File: config.mk
export PLATFORM = sky130hd
export DESIGN_NAME = sccb_cmd_arbiter
export DESIGN_NICKNAME = d
export VERILOG_FILES = /design/src/rtl/sccb_cmd_arbiter_pkg.sv /design/src/rtl/sccb_gap_timer.sv /design/src/rtl/sccb_cmd_arbiter.sv
export SDC_FILE = /design/constraint.sdc
export NUM_CORES = 1
export LEC_CHECK = 0
export ABC_CLOCK_PERIOD_IN_PS = 3500
export BUFFER_PORTS_ARGS = -buffer_cell sky130_fd_sc_hd__buf_2
export CORE_UTILIZATION = 44
export CTS_CLUSTER_SIZE = 14
export DETAILED_ROUTE_END_ITERATION = 8
export PLACE_DENSITY = 0.69
export SLEW_MARGIN = 10
export SYNTH_ARGS = -nofsm -noshare
export SYNTH_HDL_FRONTEND = slang
export SYNTH_SLANG_ARGS = --single-unit
File: constraint.sdc
create_clock -name clk -period 3.5 [get_ports clk]
set_clock_uncertainty 0.05 [all_clocks]
set_input_delay 0.175 -clock clk [delete_from_list [all_inputs] [get_ports clk]]
set_output_delay 0.175 -clock clk [all_outputs]
set_load 0.1 [all_outputs]
File: src/rtl/sccb_cmd_arbiter_pkg.sv
// Shared types and constants for the two-port SCCB command arbiter.
package sccb_cmd_arbiter_pkg;

  typedef enum logic [1:0] {
    ST_IDLE  = 2'd0,
    ST_ISSUE = 2'd1,
    ST_GAP   = 2'd2
  } arb_state_e;

  localparam logic [15:0] CMD_END        = 16'hFFFF;
  localparam logic [15:0] CMD_COM7_RESET = 16'h1280;
  localparam logic [7:0]  SCCB_ID_OV7670 = 8'h42;

  function automatic int at_least_one(input int v);
    return (v < 1) ? 1 : v;
  endfunction

  function automatic int max3(input int a, input int b, input int c);
    int m;
    m = (a > b) ? a : b;
    return (m > c) ? m : c;
  endfunction

endpackage

File: src/rtl/sccb_gap_timer.sv
// Loadable down-counter with zero flag; stops at 0 instead of wrapping.
module sccb_gap_timer #(
  parameter int W = 16,
  parameter logic [W-1:0] INIT = '0
) (
  input  logic         clk,
  input  logic         rst_n,
  input  logic         load,
  input  logic [W-1:0] load_value,
  input  logic         en,
  output logic         zero
);

  logic [W-1:0] count;

  always_ff @(posedge clk or negedge rst_n) begin
    if (!rst_n) begin
      count <= INIT;
    end else if (load) begin
      count <= load_value;
    end else if (en && (count != '0)) begin
      count <= count - 1'b1;
    end
  end

  assign zero = (count == '0);

endmodule

File: src/rtl/sccb_cmd_arbiter.sv
// Two-port arbiter in front of the SCCB command sender with inter-command gaps.
// Optional ISSUE timeout with sticky error is enabled by defining SCCB_TIMEOUT_EN.
module sccb_cmd_arbiter
  import sccb_cmd_arbiter_pkg::*;
#(
  parameter int GAP_CYCLES        = 256,
  parameter int RESET_WAIT_CYCLES = 25000,
  parameter int FIXED_PRIO_A      = 1,
  parameter int TIMEOUT_CYCLES    = 65535
) (
  input  logic        clk,
  input  logic        rst_n,
  input  logic        a_req,
  input  logic [15:0] a_cmd,
  output logic        a_ack,
  input  logic        b_req,
  input  logic [15:0] b_cmd,
  output logic        b_ack,
  output logic        sccb_send,
  output logic [7:0]  sccb_reg,
  output logic [7:0]  sccb_value,
  input  logic        sccb_taken,
  output logic        grant_b,
  output logic        busy,
  output logic        err_timeout
);

  localparam int GAP_EFF = at_least_one(GAP_CYCLES);
  localparam int RW_EFF  = at_least_one(RESET_WAIT_CYCLES);
  localparam int TO_EFF  = at_least_one(TIMEOUT_CYCLES);
  localparam int CNT_W   = $clog2(max3(GAP_EFF, RW_EFF, TO_EFF)) + 1;

  // Counters are loaded with N-1 so the state lasts exactly N cycles.
  localparam logic [CNT_W-1:0] GAP_LOAD = CNT_W'(GAP_EFF - 1);
  localparam logic [CNT_W-1:0] RW_LOAD  = CNT_W'(RW_EFF - 1);

  arb_state_e       state;
  logic             last_grant_b;
  logic             win_b;
  logic [15:0]      win_cmd;
  logic             any_req;
  logic             timeout_hit;
  logic             gap_load;
  logic [CNT_W-1:0] gap_value;
  logic             gap_zero;

  assign any_req = a_req | b_req;
  assign win_b   = b_req & (~a_req | ((FIXED_PRIO_A == 0) & ~last_grant_b));
  assign win_cmd = win_b ? b_cmd : a_cmd;

  always_comb begin
    gap_load  = 1'b0;
    gap_value = '0;
    case (state)
      ST_IDLE: begin
        if (any_req && (win_cmd == CMD_END)) begin
          gap_load = 1'b1;
        end
      end
      ST_ISSUE: begin
        if (sccb_taken) begin
          gap_load  = 1'b1;
          gap_value = ({sccb_reg, sccb_value} == CMD_COM7_RESET) ? RW_LOAD : GAP_LOAD;
        end else if (timeout_hit) begin
          gap_load  = 1'b1;
          gap_value = RW_LOAD;
        end
      end
      default: ;
    endcase
  end

  sccb_gap_timer #(
    .W    (CNT_W),
    .INIT (RW_LOAD)
  ) u_gap_timer (
    .clk        (clk),
    .rst_n      (rst_n),
    .load       (gap_load),
    .load_value (gap_value),
    .en         (state == ST_GAP),
    .zero       (gap_zero)
  );

`ifdef SCCB_TIMEOUT_EN
  logic to_zero;

  // Held at full count while idle, so ISSUE starts with a fresh budget.
  sccb_gap_timer #(
    .W    (CNT_W),
    .INIT ('0)
  ) u_timeout_timer (
    .clk        (clk),
    .rst_n      (rst_n),
    .load       (state == ST_IDLE),
    .load_value (CNT_W'(TO_EFF - 1)),
    .en         (state == ST_ISSUE),
    .zero       (to_zero)
  );

  assign timeout_hit = (state == ST_ISSUE) & ~sccb_taken & to_zero;

  always_ff @(posedge clk or negedge rst_n) begin
    if (!rst_n) begin
      err_timeout <= 1'b0;
    end else if (timeout_hit) begin
      err_timeout <= 1'b1;
    end
  end
`else
  assign timeout_hit = 1'b0;
  assign err_timeout = 1'b0;
`endif

  always_ff @(posedge clk or negedge rst_n) begin
    if (!rst_n) begin
      state        <= ST_GAP;
      sccb_send    <= 1'b0;
      a_ack        <= 1'b0;
      b_ack        <= 1'b0;
      sccb_reg     <= 8'h00;
      sccb_value   <= 8'h00;
      grant_b      <= 1'b0;
      busy         <= 1'b1;
      last_grant_b <= 1'b1;
    end else begin
      a_ack <= 1'b0;
      b_ack <= 1'b0;
      case (state)
        ST_IDLE: begin
          if (any_req) begin
            grant_b                <= win_b;
            last_grant_b           <= win_b;
            {sccb_reg, sccb_value} <= win_cmd;
            busy                   <= 1'b1;
            // The table end marker is acknowledged without touching the sender.
            if (win_cmd == CMD_END) begin
              state <= ST_GAP;
              a_ack <= ~win_b;
              b_ack <= win_b;
            end else begin
              state     <= ST_ISSUE;
              sccb_send <= 1'b1;
            end
          end
        end
        ST_ISSUE: begin
          if (sccb_taken || timeout_hit) begin
            sccb_send <= 1'b0;
            a_ack     <= ~grant_b;
            b_ack     <= grant_b;
            state     <= ST_GAP;
          end
        end
        ST_GAP: begin
          if (gap_zero) begin
            state <= ST_IDLE;
            busy  <= 1'b0;
          end
        end
        default: begin
          state     <= ST_IDLE;
          sccb_send <= 1'b0;
          busy      <= 1'b0;
        end
      endcase
    end
  end

endmodule

# Word-level counts from Yosys, hierarchy flattened
# Cells that the tools add are included.
# Widths: inputs -> output; s select.
dict set report totals {
  out_inout_bits 22
  in_bits 37
  reg_bits 40
  word_cells 64
}
dict set report classes {
  bitwise 7
  n_addsub 1
  mux 29
  eq_ne 8
  reduce_logical 10
}
# cell count
set op_table {}
lappend op_table {{$mux 17} 3}
lappend op_table {{$mux 15} 2}
lappend op_table {{$logic_not 17->1} 1}
lappend op_table {{$reduce_bool 17->1} 1}
lappend op_table {{$sub 17x1->17 const B} 1}
lappend op_table {{$eq 16x13->1 const B} 1}
lappend op_table {{$eq 16x16->1 const B} 1}
lappend op_table {{$mux 16} 1}
lappend op_table {{$mux 1} 13}
lappend op_table {{$mux 2} 4}
lappend op_table {{$ne 2x2->1 const B} 4}
lappend op_table {{$pmux 1 s2} 3}
lappend op_table {{$pmux 1 s3} 2}
lappend op_table {{$pmux 2 s3} 1}
lappend op_table {{$reduce_and 3->1} 2}
lappend op_table {{$not 1->1} 5}
lappend op_table {{$reduce_and 4->1} 1}
lappend op_table {{$eq 2x1->1 const B} 1}
lappend op_table {{$eq 2x2->1 const B} 1}
lappend op_table {{$logic_and 1x1->1} 2}
lappend op_table {{$logic_not 2->1} 1}
lappend op_table {{$reduce_and 2->1} 1}
lappend op_table {{$reduce_bool 2->1} 1}
lappend op_table {{$and 1x1->1} 1}
lappend op_table {{$or 1x1->1} 1}

# Longest topological paths before layout
dict set report depth {
  ltp_word 8
  mapped_depth 8
  mapped_depth_nobuf 7
}

# Modules after synthesis
# Synthesis repeated with hierarchy kept, for this count alone.
dict set report hier_totals {
  hier_cells 260
  hier_area_um2 2402.3
}
# module seq_area_each_um2 cells_each n_inst area_per_inst_um2
set by_module_without_submodules {}
lappend by_module_without_submodules {sccb_cmd_arbiter 578.1 126 1 1260.0}
lappend by_module_without_submodules {sccb_gap_timer 435.4 134 1 1142.3}

# Least setup slack after synthesis
# OpenSTA, ideal clock, no wires.
dict set report synth_path {
  path_kind {reg-to-reg}
  from {reg u_gap_timer.count[11]}
  to {reg u_gap_timer.count[2]}
  stages_incl_launch_ff 6
  t_arrival_ns 2.357
  t_required_ns 3.371
  setup_ns 0.079
  period_less_slack_ns 2.486
  setup_slack_ns 1.014
  path_buffers 0
  path_cell_list {dfrtp_1 > or4_4 > or4_4 > o21ai_1 > mux2_2 > o211a_1}
}
dict set report synth_between {
  elab_chain_cells 3
}
# item line_no
set synth_lines {}
lappend synth_lines {{from (decl)} sccb_gap_timer.sv:14} ;# logic [W-1:0] count;
lappend synth_lines {{from (signal assigned)} sccb_gap_timer.sv:20} ;# count <= load_value;
lappend synth_lines {{from (signal assigned)} sccb_gap_timer.sv:22} ;# count <= count - 1'b1;
lappend synth_lines {{$reduce_bool 17->1} sccb_gap_timer.sv:21} ;# end else if (en && (count != '0)) begin
lappend synth_lines {{$logic_and 1x1->1} sccb_gap_timer.sv:21}
lappend synth_lines {{$reduce_bool 2->1 (no line)} -}
# Every way passes these cells.
# A chain may end at the register's enable or synchronous reset.

# Worst setup path in the final report
# Same ends and word-level chain as after synthesis.

==> run_results.csv <==
group,metric,value,unit
outcome,outcome,"finished, final reports clean",
layout,finalNetCount,327,
setup_path,timing.reg2reg.setup_slack,0.72,ns
clock_tree,clk_pin_slew,0.07,ns
sta,final_hold_viol_count,0,
layout,antenna_cells,0,
placement,portBuffers,57,
clock_tree,root_buffer,"clkbuf_8",
setup_path,cp-end-kind,"flip-flop",
global_routing,grt_pass1_vias,1848,
floorplanning,die_height,73.1,um
setup_path,critPathLaunch,"u_gap_timer.count[11]",
floorplanning,io_pins,59,
setup_path,path_max_fanout,11,
pwr,leakagePower,1.19,nW
yosys,ys_ff_latch,40,
clock_tree,cts_buffers,5,
sta,setup_viol,0,
clock_tree,post-cts-setup-buffers,0,
layout,largest_reg_flops,17,
floorplanning,rows,25,
route,drtIter0Drc,70,
global_routing,grt_max_degree,41,
yosys,synth_edf_count,0,
sta,worst_pin_slew,1.05,ns
setup_path,r2r_cells,5,
route,wl_per_cell,13.6,um
clock_tree,clk_path_buf_depth,2,
hold_path,hp-start,"sccb_taken",
global_routing,grt_pass1_wl,8570,um
placement,gp_congestion,0.819,
sta,rsz0062_at_grt,"no",
run,maxCapViolations,0,
layout,drive_gt1_share,31.5,%
placement,place_hpwl,3680,um
clock_tree,cts.sink_count,40,
sta,finalCritPeriodShare,79.5,%
route,vias,1930,
setup_path,cp-endpoint,"u_gap_timer.count[2]",
yosys,syn_nets,272,
clock_tree,h-tree-depth,2,
route,ant_nets,0,
global_routing,grt_remaining_overflow,0,
setup_path,r2r_start,"u_gap_timer.count[11]",
yosys,ys_types,47,
sta,slew_headroom,30.2,%
route,dr.pass1.iters,4,
setup_path,startpoint_type,"flip-flop",
yosys,syn_area,2230,um2
sta,fin_crit,2.78,ns
clock_tree,insertion_delay,0.29,ns
yosys,synth_top_area_cell,"dfrtp_1",
yosys,synthFlopType,"dfrtp_1",
floorplanning,core_area,4790,um2
setup_path,crit_required,3.68,ns
setup_path,r2r_end,"u_gap_timer.count[2]",
clock_tree,cts_tree,"built",
yosys,ys_top_cells_by_area,"dfrtp_1, dfstp_2, mux2i_1",
clock_tree,cts_resized,0,
floorplanning,start_util,46.5,%
setup_path,crit_arrival,2.96,ns
route,via_per_inst,5.42,
global_routing,antenna_found_initial,0,
yosys,synth_top_area_share,33.7,%
sta,maxSlewViolCount,0,
yosys,yosysWarnings,0,
layout,fin_util,55.9,%
floorplanning,die_w,73.1,um
pwr,ir_drop,0.000171,V
route,drc,0,
global_routing,track_usage,20.9,%
yosys,postSynth.asyncResetShare,100,%
yosys,yosysSeqAreaShare,45.5,%
sta,clock.fmax,359,MHz
yosys,syn_avg_cell_area,9.55,um2
setup_path,path_class,"reg2reg",
layout,syn_to_final_growth,20.3,%
floorplanning,die-area,5350,um2
hold_path,holdCritPathClass,"in2reg",
pwr,power_density,332,nW/um2
clock_tree,holdBufCountCts,1,
sta,final.setup.tns,0,ns
yosys,netlist_instances,233,
route,routed_wl,4860,um
stage by stage:
stage,power [mW],cell area [um2],hold WS (ns),worst slack (ns),cells
floorplan,0.494,2230,-0.171,1.01,233
global placement,0.530,2560,0.291,0.757,347
detailed placement,0.530,2560,0.289,0.724,347
CTS,0.901,2680,0.0942,0.719,356
global route,0.930,2680,0.114,0.614,356
finish,0.889,2680,0.104,0.718,356
cell type report:
type                       count  area (um2)
fill                         426        2110
multi-input combinational    177        1150
sequential                    40        1010
timing repair buffer          60         310
tap                           67        83.8
clock buffer                   6        72.6
clock inverter                 2        35.0
inverter                       4        15.0
report_power, final:
group	internal (mW)	switching [mW]
combinational	0.0257	0.0331
clock	0.212	0.157
sequential	0.462	0
total	0.700	0.190
placed cells by master (no fill, tap or decap), types with 3 or more instances in the layout:
master,count
a21oi_1,3
a32oi_1,3
buf_2,57
clkbuf_8,5
dfrtp_1,30
dfstp_2,10
inv_1,4
mux2i_1,17
nand2_1,28
nand2b_1,3
nand3_1,8
nand4_1,10
nor2_1,16
nor3_1,6
nor4_1,5
o211a_1,3
o211ai_1,4
o21ai_0,23
or2_2,4
or3_1,4
xor2_1,7
critical path, cell delays in order, from the launching register on:
cell and delay (ns):
dfrtp_1 0.40, or4_4 0.58, or4_4 0.61, o21ai_1 0.49, mux2_2 0.40, o211a_1 0.20
logic make-up (layout without fill, tap and decap cells):
logic type               after synthesis  in the layout  share of synthesized area, %
AND/OR/NAND/NOR                       97             97                          22.7
other                                  1              1                         0.168
multiplexers                          19             19                          8.82
flip-flops                            40             40                          45.5
AO/OA/AOI/OAI                         50             50                          15.3
XOR/XNOR                               8              8                          3.15
buffers and inverters                 16             72                          3.20
adder cells (fa/ha/maj)                2              2                          1.12
routing by layer:
layer | global-route usage (%) | vias up | wire (um)
li1 | - | 959 | -
met1 | 27.5 | 891 | 2270
met2 | 33.8 | 75 | 2260
met3 | 5.39 | 5 | 277
met4 | 6.10 | 0 | 46
met5 | 0 | - | 0
cell usage after synthesis, drive strengths merged (3+ instances only):
master  number
nand2b       3
or2          4
o211ai       4
nand3        8
inv          4
buf          3
xor2         7
nor2b        3
nor3         6
nor4         5
mux2i       17
o211a        3
a21oi        3
dfstp       10
nand2       28
nand4       10
nor2        16
o21ai       25
dfrtp       30
clkbuf       9
a32oi        3
or3          5
how the worst min path moves through the flow:
stage                                       to  slack (ns)  depth (start not counted)
after floorplan                          a_ack       -0.17                          0
after global placement    u_gap_timer.count[6]        0.29                          1
after detailed placement  u_gap_timer.count[6]        0.29                          1
after CTS                             state[0]        0.09                          4
after global routing                  state[0]        0.11                          4
final                                 state[0]        0.10                          4
Power figures use the tool's default switching activity.
